File: src/rtl/snes_rom_loader_pkg.sv
// Shared types and constants for the SNES ROM loader.
// Latency: n/a (declarations only).
// Backpressure: n/a.
package snes_loader_pkg;

  // Width of the header length field and of the payload byte counter
  localparam int LEN_W = 24;

  // First byte of every frame; anything else in IDLE is line noise
  localparam logic [7:0] LOADER_MAGIC = 8'hA5;

  // Frame parser states; DONE and ERR are terminal until reset
  typedef enum logic [2:0] {
    ST_IDLE,
    ST_LEN0,
    ST_LEN1,
    ST_LEN2,
    ST_DATA,
    ST_CSUM,
    ST_DONE,
    ST_ERR
  } loader_state_t;

  // UART receiver bit-phase states
  typedef enum logic [1:0] {
    RX_IDLE,
    RX_START,
    RX_DATA,
    RX_STOP
  } rx_state_t;

endpackage

File: src/rtl/snes_rom_loader_if.sv
// Word write port from the ROM loader toward the DDR3 memory front end.
// Latency: n/a (signal bundle only).
// Backpressure: a word transfers when wr_valid && wr_ready.
interface snes_rom_loader_if #(
  parameter int ADDR_W = 22
) ();

  logic              wr_valid;
  logic              wr_ready;
  logic [ADDR_W-1:0] wr_addr;
  logic [15:0]       wr_data;

  // Loader side drives the word, memory side drives ready
  modport master (
    output wr_valid,
    output wr_addr,
    output wr_data,
    input  wr_ready
  );

  modport slave (
    input  wr_valid,
    input  wr_addr,
    input  wr_data,
    output wr_ready
  );

endinterface

File: src/rtl/snes_rom_loader_uart_rx.sv
// 8N1 UART receiver with 2-FF input synchronizer, one byte strobe per frame.
// Latency: byte_valid/frame_err pulse one cycle after the stop-bit sample.
// Backpressure: none; every received byte is presented for exactly one cycle.
module uart_rx
  import snes_loader_pkg::*;
#(
  parameter int CLKS_PER_BIT = 868
) (
  input  logic       clk,
  input  logic       sys_rst,
  input  logic       rxd,
  output logic       byte_valid,
  output logic [7:0] byte_data,
  output logic       frame_err
);

  localparam int CNT_W = $clog2(CLKS_PER_BIT);
  localparam logic [CNT_W-1:0] HALF_BIT = CNT_W'(CLKS_PER_BIT / 2 - 1);
  localparam logic [CNT_W-1:0] FULL_BIT = CNT_W'(CLKS_PER_BIT - 1);

  logic             rxd_meta;
  logic             rxd_sync;
  rx_state_t        rx_state;
  logic [CNT_W-1:0] bit_cnt;
  logic [2:0]       bit_idx;
  logic [7:0]       shreg;

  // Two-flop synchronizer; idle line is high so reset to 1
  always_ff @(posedge clk) begin
    if (sys_rst) begin
      rxd_meta <= 1'b1;
      rxd_sync <= 1'b1;
    end else begin
      rxd_meta <= rxd;
      rxd_sync <= rxd_meta;
    end
  end

  // Bit-timing FSM: confirm start at half bit, then sample every full bit
  always_ff @(posedge clk) begin
    if (sys_rst) begin
      rx_state   <= RX_IDLE;
      bit_cnt    <= '0;
      bit_idx    <= '0;
      shreg      <= '0;
      byte_valid <= 1'b0;
      byte_data  <= '0;
      frame_err  <= 1'b0;
    end else begin
      byte_valid <= 1'b0;
      frame_err  <= 1'b0;
      case (rx_state)
        RX_IDLE: begin
          bit_cnt <= '0;
          if (!rxd_sync) rx_state <= RX_START;
        end
        RX_START: begin
          if (bit_cnt == HALF_BIT) begin
            bit_cnt  <= '0;
            bit_idx  <= '0;
            // A glitch that is high again at mid-bit is not a start bit
            rx_state <= rxd_sync ? RX_IDLE : RX_DATA;
          end else begin
            bit_cnt <= bit_cnt + 1'b1;
          end
        end
        RX_DATA: begin
          if (bit_cnt == FULL_BIT) begin
            bit_cnt <= '0;
            shreg   <= {rxd_sync, shreg[7:1]};
            if (bit_idx == 3'd7) rx_state <= RX_STOP;
            else bit_idx <= bit_idx + 1'b1;
          end else begin
            bit_cnt <= bit_cnt + 1'b1;
          end
        end
        RX_STOP: begin
          if (bit_cnt == FULL_BIT) begin
            bit_cnt    <= '0;
            rx_state   <= RX_IDLE;
            byte_data  <= shreg;
            byte_valid <= rxd_sync;
            frame_err  <= !rxd_sync;
          end else begin
            bit_cnt <= bit_cnt + 1'b1;
          end
        end
        default: rx_state <= RX_IDLE;
      endcase
    end
  end

endmodule

File: src/rtl/snes_rom_loader.sv
// Parses a framed ROM image from the UART and streams 16-bit words to memory.
// Latency: wr_valid rises one cycle after the byte strobe that completes a word.
// Backpressure: one-word output register; a second word while it is still held is an overrun error.
module snes_rom_loader
  import snes_loader_pkg::*;
#(
  parameter int CLKS_PER_BIT = 868,
  parameter int ADDR_W       = 22
) (
  input  logic                  clk,
  input  logic                  sys_rst,
  input  logic                  uart_rxd,
  snes_rom_loader_if.master     wr,
  output logic                  busy,
  output logic                  done,
  output logic                  err,
  output logic [LEN_W-1:0]      rom_bytes
);

  logic              byte_valid;
  logic [7:0]        byte_data;
  logic              frame_err;

  loader_state_t     state;
  logic [LEN_W-1:0]  byte_cnt;
  logic [7:0]        csum;
  logic [7:0]        lo_byte;

  logic              wr_valid_q;
  logic [ADDR_W-1:0] wr_addr_q;
  logic [15:0]       wr_data_q;

  logic              data_byte;
  logic              last_byte;
  logic              word_emit;
  logic [15:0]       word_dat;
  logic              accept;
  logic              overrun;
  logic              ferr_live;

  uart_rx #(
    .CLKS_PER_BIT (CLKS_PER_BIT)
  ) u_uart_rx (
    .clk        (clk),
    .sys_rst    (sys_rst),
    .rxd        (uart_rxd),
    .byte_valid (byte_valid),
    .byte_data  (byte_data),
    .frame_err  (frame_err)
  );

  assign wr.wr_valid = wr_valid_q;
  assign wr.wr_addr  = wr_addr_q;
  assign wr.wr_data  = wr_data_q;

  // Payload byte classification, word packing and overrun detection
  always_comb begin
    data_byte = (state == ST_DATA) && byte_valid;
    last_byte = data_byte && (byte_cnt == rom_bytes - LEN_W'(1));
    // Odd index closes a pair; a trailing even byte is flushed with a zero high half
    word_emit = data_byte && (byte_cnt[0] || last_byte);
    word_dat  = byte_cnt[0] ? {byte_data, lo_byte} : {8'h00, byte_data};
    accept    = wr_valid_q && wr.wr_ready;
    overrun   = word_emit && wr_valid_q && !wr.wr_ready;
    // Framing errors only matter once a frame has started and before it ends
    ferr_live = frame_err && (state inside {ST_LEN0, ST_LEN1, ST_LEN2, ST_DATA, ST_CSUM});
  end

  // One-deep write register; the address always names the word being offered
  always_ff @(posedge clk) begin
    if (sys_rst) begin
      wr_valid_q <= 1'b0;
      wr_addr_q  <= '0;
      wr_data_q  <= '0;
    end else begin
      if (word_emit && !overrun) begin
        wr_valid_q <= 1'b1;
        wr_data_q  <= word_dat;
      end else if (accept) begin
        wr_valid_q <= 1'b0;
      end
      if (accept) wr_addr_q <= wr_addr_q + ADDR_W'(1);
    end
  end

  // Frame parser: magic, 3-byte length, payload, checksum
  always_ff @(posedge clk) begin
    if (sys_rst) begin
      state     <= ST_IDLE;
      byte_cnt  <= '0;
      csum      <= '0;
      lo_byte   <= '0;
      busy      <= 1'b0;
      done      <= 1'b0;
      err       <= 1'b0;
      rom_bytes <= '0;
    end else if (ferr_live) begin
      state <= ST_ERR;
      busy  <= 1'b0;
      err   <= 1'b1;
    end else begin
      case (state)
        ST_IDLE: begin
          if (byte_valid && byte_data == LOADER_MAGIC) begin
            state     <= ST_LEN0;
            busy      <= 1'b1;
            rom_bytes <= '0;
            byte_cnt  <= '0;
            csum      <= '0;
          end
        end
        ST_LEN0: begin
          if (byte_valid) begin
            rom_bytes[7:0] <= byte_data;
            state          <= ST_LEN1;
          end
        end
        ST_LEN1: begin
          if (byte_valid) begin
            rom_bytes[15:8] <= byte_data;
            state           <= ST_LEN2;
          end
        end
        ST_LEN2: begin
          if (byte_valid) begin
            rom_bytes[23:16] <= byte_data;
            // Empty image skips straight to a checksum of zero
            state <= ({byte_data, rom_bytes[15:0]} != '0) ? ST_DATA : ST_CSUM;
          end
        end
        ST_DATA: begin
          if (data_byte) begin
            csum     <= csum ^ byte_data;
            byte_cnt <= byte_cnt + LEN_W'(1);
            if (!byte_cnt[0]) lo_byte <= byte_data;
            if (overrun) begin
              state <= ST_ERR;
              busy  <= 1'b0;
              err   <= 1'b1;
            end else if (last_byte) begin
              state <= ST_CSUM;
            end
          end
        end
        ST_CSUM: begin
          if (byte_valid) begin
            busy <= 1'b0;
            if (byte_data == csum) begin
              state <= ST_DONE;
              // Completion also needs the final word to have left the register
              done  <= !wr_valid_q || wr.wr_ready;
            end else begin
              state <= ST_ERR;
              err   <= 1'b1;
            end
          end
        end
        ST_DONE: begin
          if (!wr_valid_q || wr.wr_ready) done <= 1'b1;
        end
        ST_ERR: begin
          state <= ST_ERR;
        end
        default: state <= ST_IDLE;
      endcase
    end
  end

endmodule
File: src/flat_wrapper.sv
// flat-port wrapper written by rule: the top's interface ports become plain ports
module snes_rom_loader_flat import snes_loader_pkg::*;
#(
  parameter int CLKS_PER_BIT = 868,
  parameter int ADDR_W       = 22
)
  (clk, sys_rst, uart_rxd, busy, done, err, rom_bytes, wr_wr_valid, wr_wr_addr, wr_wr_data, wr_wr_ready);
  snes_rom_loader_if #(.ADDR_W(ADDR_W)) wr_i ();
  input  logic clk;
  input  logic sys_rst;
  input  logic uart_rxd;
  output logic busy;
  output logic done;
  output logic err;
  output logic [LEN_W-1:0] rom_bytes;
  output wire logic [$bits(wr_i.wr_valid)-1:0] wr_wr_valid;
  output wire logic [$bits(wr_i.wr_addr)-1:0] wr_wr_addr;
  output wire logic [$bits(wr_i.wr_data)-1:0] wr_wr_data;
  input wire logic [$bits(wr_i.wr_ready)-1:0] wr_wr_ready;
  assign wr_wr_valid = wr_i.wr_valid;
  assign wr_wr_addr = wr_i.wr_addr;
  assign wr_wr_data = wr_i.wr_data;
  assign wr_i.wr_ready = wr_wr_ready;
  snes_rom_loader #(.CLKS_PER_BIT(CLKS_PER_BIT), .ADDR_W(ADDR_W)) u_core (.clk(clk), .sys_rst(sys_rst), .uart_rxd(uart_rxd), .wr(wr_i), .busy(busy), .done(done), .err(err), .rom_bytes(rom_bytes));
endmodule
File: config.mk
export PLATFORM = sky130hd
export DESIGN_NAME = snes_rom_loader_flat
export DESIGN_NICKNAME = d
export VERILOG_FILES = /design/src/rtl/snes_rom_loader_pkg.sv /design/src/rtl/snes_rom_loader_if.sv /design/src/rtl/snes_rom_loader_uart_rx.sv /design/src/rtl/snes_rom_loader.sv /design/src/flat_wrapper.sv
export SDC_FILE = /design/constraint.sdc
export NUM_CORES = 1
export LEC_CHECK = 0
export ABC_CLOCK_PERIOD_IN_PS = 3400
export CAP_MARGIN = 20
export CELL_PAD_IN_SITES_DETAIL_PLACEMENT = 0
export CELL_PAD_IN_SITES_GLOBAL_PLACEMENT = 1
export CORE_MARGIN = 4
export CORE_UTILIZATION = 44
export CTS_BUF_LIST = sky130_fd_sc_hd__clkbuf_2
export CTS_CLUSTER_DIAMETER = 120
export DETAILED_ROUTE_END_ITERATION = 6
export GPL_ROUTABILITY_DRIVEN = 0
export PLACE_DENSITY = 0.88
export SLEW_MARGIN = 20
export SYNTH_ARGS = -nofsm -noshare
export SYNTH_HDL_FRONTEND = slang
export SYNTH_SLANG_ARGS = --single-unit
File: constraint.sdc
create_clock -name clk -period 3.4 [get_ports clk]
set_input_delay 0.51 -clock clk [delete_from_list [all_inputs] [get_ports clk]]
set_output_delay 0.51 -clock clk [all_outputs]
set_load 0.02 [all_outputs]
==> results of run 1 <==
-- final timing paths --
check,from,to,cells after the start,slack [ps]
max,u_core.rom_bytes[3]$_SDFFE_PP0P_,u_core.wr.wr_data[4]$_SDFFE_PP0P_,8,330
min,sys_rst,u_core.csum[5]$_SDFFE_PP0P_,2,300
max reg2reg,u_core.rom_bytes[3]$_SDFFE_PP0P_,u_core.wr.wr_data[4]$_SDFFE_PP0P_,8,330
min reg2reg,u_core.u_uart_rx.rxd_meta$_SDFF_PP1_,u_core.u_uart_rx.rxd_sync$_SDFF_PP1_,1,450
-- registers in the layout (all words and copies together), names as in the netlist, 10 cells and up, named ones only --
name,flops
u_core.rom_bytes,24
u_core.u_uart_rx.bit_cnt,10
u_core.byte_cnt,24
u_core.wr.wr_addr,22
u_core.wr.wr_data,16
-- logic make-up after synthesis --
group | after synthesis | share of synthesized area, %
AND/OR/NAND/NOR | 403 | 28.1
AO/OA/AOI/OAI | 169 | 14.7
multiplexers | 21 | 2.96
XOR/XNOR | 75 | 9.18
flip-flops | 144 | 40.3
adder cells (fa/ha/maj) | 8 | 1.36
buffers and inverters | 65 | 3.46
-- cell type report --
type / count / area, um2
inverter: 12 / 45.0
clock inverter: 15 / 158
clock buffer: 17 / 85.1
sequential: 144 / 2880
multi-input combinational: 676 / 4020
tap: 216 / 270
timing repair buffer: 95 / 883
fill: 1606 / 7540
-- metal layers --
layer  vias up  track usage (%)  share of wire (%)
li1       3234                -                  -
met1      2958             27.1                 47
met2       144             32.4                 48
met3        17             4.31                4.2
met4         0             5.60                1.6
met5         -                0                  0
-- cells in the mapped netlist, types with 19 or more instances --
master	instances
dfxtp_1	144
nand2_1	112
nor2_1	110
a21oi_1	78
clkbuf_1	46
nand3_1	46
xor2_1	42
xnor2_1	33
o21ai_0	27
nand4_1	23
mux2i_1	20
nor3_1	19
-- report_power, final --
| group | switching [W] | internal [W] |
|---|---|---|
| clock | 0.000677 | 0.000344 |
| sequential | 0.00000180 | 0.00169 |
| combinational | 0.0000282 | 0.00000718 |
-- worst register-to-register path: cells and delay by family (launching register included) --
| family | cells | cell delay, ps |
|---|---|---|
| flops | 1 | 420 |
| simple gates | 5 | 2000 |
| compound gates | 3 | 560 |
-- through the flow --
step / instances / hold WS [ps]
2_1_floorplan: 885 / 389
3_3_place_gp: 1143 / 404
3_5_place_dp: 1143 / 405
4_1_cts: 1175 / 247
5_1_grt: 1175 / 222
6_report: 1175 / 301
==> flow_summary.yaml, run 1 <==
status:
  outcome: "completed"
cells_and_area:
  layout-drive-gt1-share_pct: 7.92
  mostFrequentLayoutCells: "144 x dfxtp_1, 112 x nand2_1, 110 x nor2_1, 78 x a21oi_1, 68 x clkdlybuf4s50_1"
  diodes: 0
  syn2layout_area_growth_pct: 16.7
  mostFrequentLayoutCell: "dfxtp_1"
  final_core_util_pct: 52.5
  fin_nets: 957
  fin_area_mm2: 0.00835
placed_design:
  portBuffers: 69
  hpwl_mm: 12.7
  dp_slack_ps: 344
  place_area_mm2: 0.00810
routing:
  drc: 0
  dr.pass1.iters: 5
  ant_nets: 0
  wirelength_mm: 18.2
  first_iter_violations: 426
  wl_per_cell_um: 15.5
  vias_per_cell: 5.41
  vias: 6353
sta:
  fin_tns_setup_ps: 0
  post-route-min-period_ps: 3070
  fin_crit_sh_pct: 90.4
  finalSetupViolCount: 0
  setup_slack_ps: 327
  hold_violations: 0
  drv_slew: 0
  slew-limit-headroom_pct: 43.4
  rsz0062_at_grt: "false"
  worstMarginPinSlew_ps: 847
  skew_ps: 23.6
  fmax_ghz: 0.325
grt:
  grt_max_degree: 68
  grt_pass1_vias: 5942
  track_usage_pct: 20.0
  grt_overflow: 0
  antenna_found_initial: 0
  grt_pass1_wl_mm: 30.0
setup_path:
  critPathMaxFanout: 10
  critical_path.cell_chain: "or4_1, nor4_4, nor4b_2, o22ai_1, nor4_4, a41oi_4, nor2_4, a311oi_1"
  slowest_stage: "or4_1"
  crit_path_frequent_cell: "nor4_4"
  cp-start-kind: "flop"
  endpoint_kind: "flop"
  crit_type: "flop to flop"
  worstPathBufferInverterCount: 0
  cp.required_ps: 3990
  cp.arrival_ps: 3660
  slowest_delay_ps: 690
  cp_top_family: "simple AND/OR/NAND/NOR gates"
clocking:
  hold_buffers: 0
  post_cts_buffers: 0
  cts-htree-levels: 4
  cts_buffers: 17
  cts_buffer_depth: 2
  cts_root_buf: "clkbuf_2"
  cts_tree: "done"
  clk_latency_ps: 710
  ctsResizeCount: 0
  clock_sinks: 144
  clk_pin_slew_ps: 230
yosys:
  ys_seq_area_share_pct: 40.3
  synthArstFlopShare_pct: 0
  syn_area_per_cell_um2: 8.08
  synth-seq-cells: 144
  synthFlopType: "dfxtp_1"
  synthTopCellsByArea: "dfxtp_1 40%, nand2_1 5.9%, nor2_1 5.8%, a21oi_1 5.5%, xor2_1 5.1%"
  yosys.area.top_type: "dfxtp_1"
  synth_warnings: 0
  synth_cells: 885
  post_synth_instance_area_mm2: 0.00715
  synth_cell_type_count: 67
  synth_edf_count: 0
  synth_top_area_share_pct: 40.3
  synth_nets: 896
pwr:
  ir_drop_uv: 220
  power_w: 0.00275
  power.leakage_nw: 2.98
  p_per_area_mw_per_mm2: 330
hold_path:
  hp-class: "primary input to flop"
die:
  start_util_pct: 45.0
  dieHeight_um: 135
  fp.dieArea_mm2: 0.0184
  chipWidth_um: 135
  ioPinCount: 70
  core_area_mm2: 0.0159
  num_rows: 46
job:
  drv_cap: 0
Note: power is estimated with default switching activity, not from simulation.
==> run 2: changes to the inputs <==
--- a/config.mk
+++ b/config.mk
@@ -12,7 +12,7 @@
 export CORE_MARGIN = 4
 export CORE_UTILIZATION = 44
 export CTS_BUF_LIST = sky130_fd_sc_hd__clkbuf_2
-export CTS_CLUSTER_DIAMETER = 120
+export CTS_CLUSTER_DIAMETER = 150
 export DETAILED_ROUTE_END_ITERATION = 6
 export GPL_ROUTABILITY_DRIVEN = 0
 export PLACE_DENSITY = 0.88
==> results of run 2 <==
No change in the layout: final DEF, timing and power equal those of run 1.
